File: src/rtl/module_keypad_scan_ctrl.sv
// Purpose: 4x4 keypad column scanner with row sync, press/release debounce and key strobe.
// Latency: row_in->row_s 2 cycles; key_valid DEBOUNCE_CYCLES cycles after the first qualifying sample.
// Backpressure: none; key_valid is a one-cycle strobe that the consumer must take when it fires.
module module_keypad_scan_ctrl #(
  parameter int SCAN_DIV        = 8,
  parameter int DEBOUNCE_CYCLES = 4
) (
  input  logic       clk,
  input  logic       rst,
  input  logic       scan_en,
  input  logic [3:0] row_in,
  output logic [3:0] col_out,
  output logic [3:0] key_code,
  output logic       key_valid,
  output logic       key_held
);

  localparam int DW = (SCAN_DIV > 1) ? $clog2(SCAN_DIV) : 1;
  localparam int CW = $clog2(DEBOUNCE_CYCLES + 1);

  localparam logic [DW-1:0] DWELL_LAST = DW'(SCAN_DIV - 1);
  localparam logic [DW-1:0] DWELL_ONE  = DW'(1);
  localparam logic [DW-1:0] SETTLE     = DW'(2);
  localparam logic [CW-1:0] CNT_ONE    = CW'(1);
  localparam logic [CW-1:0] CNT_LAST   = CW'(DEBOUNCE_CYCLES - 1);
  localparam logic [CW-1:0] CNT_FULL   = CW'(DEBOUNCE_CYCLES);

  typedef enum logic [1:0] {
    ST_SCAN     = 2'd0,
    ST_DEBOUNCE = 2'd1,
    ST_PRESSED  = 2'd2
  } state_t;

  state_t          state;
  logic [3:0]      row_m;
  logic [3:0]      row_s;
  logic [3:0]      cap_row;
  logic [1:0]      row_idx;
  logic [1:0]      col_idx;
  logic [DW-1:0]   dwell;
  logic [CW-1:0]   deb_cnt;
  logic [CW-1:0]   rel_cnt;

  // Two-flop synchronizer for the asynchronous keypad rows.
  always_ff @(posedge clk or negedge rst) begin
    if (!rst) begin
      row_m <= 4'b0000;
      row_s <= 4'b0000;
    end else begin
      row_m <= row_in;
      row_s <= row_m;
    end
  end

  // Lowest set row of the captured pattern wins when several rows are active.
  always_comb begin
    row_idx = 2'd0;
    if (cap_row[3]) row_idx = 2'd3;
    if (cap_row[2]) row_idx = 2'd2;
    if (cap_row[1]) row_idx = 2'd1;
    if (cap_row[0]) row_idx = 2'd0;
  end

  // Scan / debounce / pressed FSM; col_out is kept as a rotating one-hot alongside col_idx.
  always_ff @(posedge clk or negedge rst) begin
    if (!rst) begin
      state     <= ST_SCAN;
      col_idx   <= 2'd0;
      col_out   <= 4'b0001;
      dwell     <= '0;
      deb_cnt   <= '0;
      rel_cnt   <= '0;
      cap_row   <= 4'b0000;
      key_code  <= 4'b0000;
      key_valid <= 1'b0;
      key_held  <= 1'b0;
    end else begin
      key_valid <= 1'b0;
      case (state)
        ST_SCAN: begin
          // Rows are only trusted once the column drive has settled for 2 cycles.
          if (dwell >= SETTLE && row_s != 4'b0000) begin
            cap_row <= row_s;
            deb_cnt <= CNT_ONE;
            state   <= ST_DEBOUNCE;
          end else if (dwell == DWELL_LAST) begin
            // With scan_en low the dwell parks at terminal count so the column stays put.
            if (scan_en) begin
              dwell   <= '0;
              col_idx <= col_idx + 2'd1;
              col_out <= {col_out[2:0], col_out[3]};
            end
          end else begin
            dwell <= dwell + DWELL_ONE;
          end
        end
        ST_DEBOUNCE: begin
          if (row_s == cap_row) begin
            if (deb_cnt == CNT_LAST) begin
              deb_cnt   <= CNT_FULL;
              state     <= ST_PRESSED;
              key_code  <= {row_idx, col_idx};
              key_valid <= 1'b1;
              key_held  <= 1'b1;
              rel_cnt   <= '0;
            end else begin
              deb_cnt <= deb_cnt + CNT_ONE;
            end
          end else begin
            // Bounce: resume scanning the same column from a fresh dwell.
            state   <= ST_SCAN;
            dwell   <= '0;
            deb_cnt <= '0;
          end
        end
        ST_PRESSED: begin
          if (row_s == 4'b0000) begin
            if (rel_cnt == CNT_LAST) begin
              // Release accepted: move on to the next column regardless of scan_en.
              state    <= ST_SCAN;
              key_held <= 1'b0;
              rel_cnt  <= '0;
              deb_cnt  <= '0;
              dwell    <= '0;
              col_idx  <= col_idx + 2'd1;
              col_out  <= {col_out[2:0], col_out[3]};
            end else begin
              rel_cnt <= rel_cnt + CNT_ONE;
            end
          end else begin
            rel_cnt <= '0;
          end
        end
        default: begin
          state <= ST_SCAN;
          dwell <= '0;
        end
      endcase
    end
  end

endmodule
File: config.mk
export PLATFORM = sky130hd
export DESIGN_NAME = module_keypad_scan_ctrl
export DESIGN_NICKNAME = d
export VERILOG_FILES = /design/src/rtl/module_keypad_scan_ctrl.sv
export SDC_FILE = /design/constraint.sdc
export NUM_CORES = 1
export LEC_CHECK = 0
export CORE_ASPECT_RATIO = 1.75
export CORE_MARGIN = 1
export CORE_UTILIZATION = 45
export CTS_CLUSTER_DIAMETER = 40
export DETAILED_ROUTE_END_ITERATION = 10
export PLACE_DENSITY = 0.7
export SETUP_SLACK_MARGIN = 0.2
export SYNTH_ARGS = -nofsm -noshare
export SYNTH_HDL_FRONTEND = slang
export SYNTH_SLANG_ARGS = --single-unit
File: constraint.sdc
create_clock -name clk -period 2.3 [get_ports clk]
set_input_delay 0.46 -clock clk [delete_from_list [all_inputs] [get_ports clk]]
set_output_delay 0.46 -clock clk [all_outputs]
set_load 0.1 [all_outputs]
==> impl_metrics.env <==
export IMPL_status="finished, final reports clean"
export IMPL_crit_path_start_kind="flip-flop"
export IMPL_critical_path_top_delay_family="compound AO/OA/AOI/OAI gates"
export IMPL_start_util_pct=47.3
export IMPL_hold_violations=0
export IMPL_layout_area_seq_um2=877
export IMPL_synthesis_area_um2=1590
export IMPL_grt_max_degree=36
export IMPL_worstReg2RegStart="row_s[0]"
export IMPL_period_share_pct=87.6
export IMPL_cts_tree="yes"
export IMPL_gp_congestion=0.837
export IMPL_startpoint="row_s[0]"
export IMPL_antenna_cells=0
export IMPL_htreeDepth=2
export IMPL_synthArstFlopShare_pct=100
export IMPL_port_buffers=16
export IMPL_min_from="row_m[1]"
export IMPL_preCtsSetupSlack_ns=0.287
export IMPL_tightest_slew_ns=0.483
export IMPL_slowest_stage="or4_1"
export IMPL_yosys_cell_count_top_type="dfrtp_1"
export IMPL_netlist_instances=134
export IMPL_cts_root_buffer_cell="clkbuf_8"
export IMPL_fp_row_count=28
export IMPL_grt_antenna_before_repair=0
export IMPL_viasPerCell=5.37
export IMPL_firstDrtPassIters=4
export IMPL_synth_fp_nets=151
export IMPL_ys_ff_latch=35
export IMPL_max_stage_delay_ns=0.55
export IMPL_die_y_um=80.6
export IMPL_ys_flop_type="dfrtp_1"
export IMPL_reg2reg_depth=4
export IMPL_whs_path_depth=0
export IMPL_synth_edf_count=0
export IMPL_cts_buffer_depth=2
export IMPL_synth_cell_types=36
export IMPL_grt_pass1_wl_um=4920
export IMPL_fin_skew_ns=0.00565
export IMPL_critPathKind="reg2reg"
export IMPL_fp_coreArea_um2=3360
export IMPL_clock_sinks=35
export IMPL_cp_data_arrival_time_ns=2.19
export IMPL_fmax_mhz=496
export IMPL_endpoint_kind="flip-flop"
export IMPL_die_width_um=46.9
export IMPL_pin_count=17
export IMPL_p_leak_nw=0.903
export IMPL_drv_slew=0
export IMPL_drt_iter0_drc=13
export IMPL_syn2layout_area_growth_pct=19.4
export IMPL_die_area_um2=3780
export IMPL_dr_total_vias=1112
export IMPL_multiInputGateArea_um2=681
export IMPL_postCtsHoldBufs=0
export IMPL_post_synth_top_area_cell="dfrtp_1"
export IMPL_crit_path_cell_trace="or4_1 > o21a_1 > a311o_2 > a211o_1"
export IMPL_drc=0
export IMPL_dpl_hpwl_um=2190
export IMPL_netlist_area_leader_share_pct=53.5
export IMPL_totalWireLength_um=2930
export IMPL_crit_required_ns=2.48
export IMPL_setup_viol=0
export IMPL_p_per_area_nw_per_um2=958
export IMPL_rsz0062_at_grt="yes"
export IMPL_yosys_top_cells_count="34 x dfrtp_1, 15 x nand2_1, 10 x ha_1"
export IMPL_overflow=0
export IMPL_grt_pass1_vias=1168
export IMPL_final_layout_size_suffix_gt1_share_pct=22.2
export IMPL_insertion_delay_ns=0.29
export IMPL_ir_worst_vdd_v=0.000653
export IMPL_fillerInstances=303
export IMPL_final_antenna_net_count=0
export IMPL_final_util_pct=56.4
export IMPL_timing_rr_end="dwell[2]"
export IMPL_worst_slack_ns=0.285
export IMPL_cp_max_fo=6
export IMPL_numCtsBuffers=5
export IMPL_cp_buffers_inverters=0
export IMPL_nets=178
export IMPL_min_path_type="reg2reg"
export IMPL_drv_cap=0
export IMPL_syn_avg_cell_area_um2=11.9
export IMPL_yosysWarningCount=0
export IMPL_period_needed_ns=2.01
export IMPL_whs_endpoint="row_s[1]"
export IMPL_clkTransAtPathRegs_ns=0.07
export IMPL_grt_use_total_pct=18.7
export IMPL_yosysSeqAreaShare_pct=55.2
export IMPL_p_total_mw=1.82
export IMPL_slew_headroom_pct=67.5
export IMPL_synth_area_leaders="dfrtp_1 54%, ha_1 7.9%, mux2_2 5.7%"
export IMPL_wl_per_cell_um=14.1
export IMPL_timing_hold_ws_ns=0.355
export IMPL_rrSetupSlack_ns=0.29
export IMPL_fin_tns_setup_ns=0
==> worst max-delay path by stage <==
stage                       to  slack, ns  cells past startpoint
floorplan             dwell[2]       0.29                      7
global placement      dwell[1]       0.32                      4
detailed placement    dwell[2]       0.29                      4
CTS                   dwell[2]       0.28                      4
global route        col_out[1]       0.19                      4
finish                dwell[2]       0.29                      4
==> stage by stage <==
stage	cell area, um^2	cells
finish	1900	207
global placement	1810	199
CTS	1900	207
detailed placement	1810	199
floorplan	1590	134
global route	1900	207
==> logic make-up (layout without fill, tap and decap cells) <==
kind of cell	Yosys count	after routing	synth area share, %
adder cells (fa/ha/maj)	10	10	7.87
XOR/XNOR	6	6	3.30
AO/OA/AOI/OAI	21	21	9.99
flip-flops	35	35	55.2
buffers and inverters	9	37	2.12
multiplexers	13	13	8.97
AND/OR/NAND/NOR	40	40	12.6
==> repair_timing <==
item	in CTS	in global routing
resized for setup	0	1
setup buffers	0	0
endpoints found under the setup margin	0	5
==> power by group <==
group	switching, mW	internal (mW)	leakage (nW)
combinational	0.303	0.262	0.417
sequential	0.102	0.719	0.446
clock	0.219	0.211	0.0412
total	0.625	1.19	0.903
==> area by class of cell <==
class / instances / share of cell area [%]
clock buffer: 6 / 3.82
clock inverter: 2 / 0.659
inverter: 9 / 1.78
multi-input combinational: 90 / 35.9
sequential: 35 / 46.2
tap: 45 / 2.97
timing repair buffer: 20 / 8.70
==> flip-flops by register name, summed over array words and instances, names as in the netlist, 3 cells and up <==
register / flops
row_s: 4
row_m: 4
key_code: 4
dwell: 3
deb_cnt: 3
col_out: 4
rel_cnt: 3
cap_row: 4
==> worst reg2reg max path: stages, from the launching register on <==
cell and delay [ns]:
dfrtp_1 0.42, or4_1 0.55, o21a_1 0.24, a311o_2 0.38, a211o_1 0.31
==> per-layer routing <==
| metal | vias up | global-route usage [%] | wire length (um) |
|---|---|---|---|
| met3 | 8 | 4.72 | 110 |
| met2 | 26 | 32.1 | 1610 |
| li1 | 521 | - | - |
| met1 | 557 | 19.1 | 1120 |
| met4 | 0 | 10.9 | 79 |
| met5 | - | 0 | 0 |
==> layout by cell type (no fill, tap or decap), types with 2 or more instances in the layout <==
cell type         n
mux2_2            8
o21ai_1           2
a21oi_1           4
buf_4            14
nand2_1          15
nand3_1           3
a211o_1           2
o21a_1            3
nand2b_1          2
dfrtp_1          34
clkbuf_8          5
mux2_1            2
clkdlybuf4s50_1   6
nor3_1            3
ha_1             10
nand4_1           2
inv_1             9
nor2_1            8
mux2i_1           3
xnor2_1           2
xor2_1            4
Note: power is estimated with default switching activity, not from simulation.
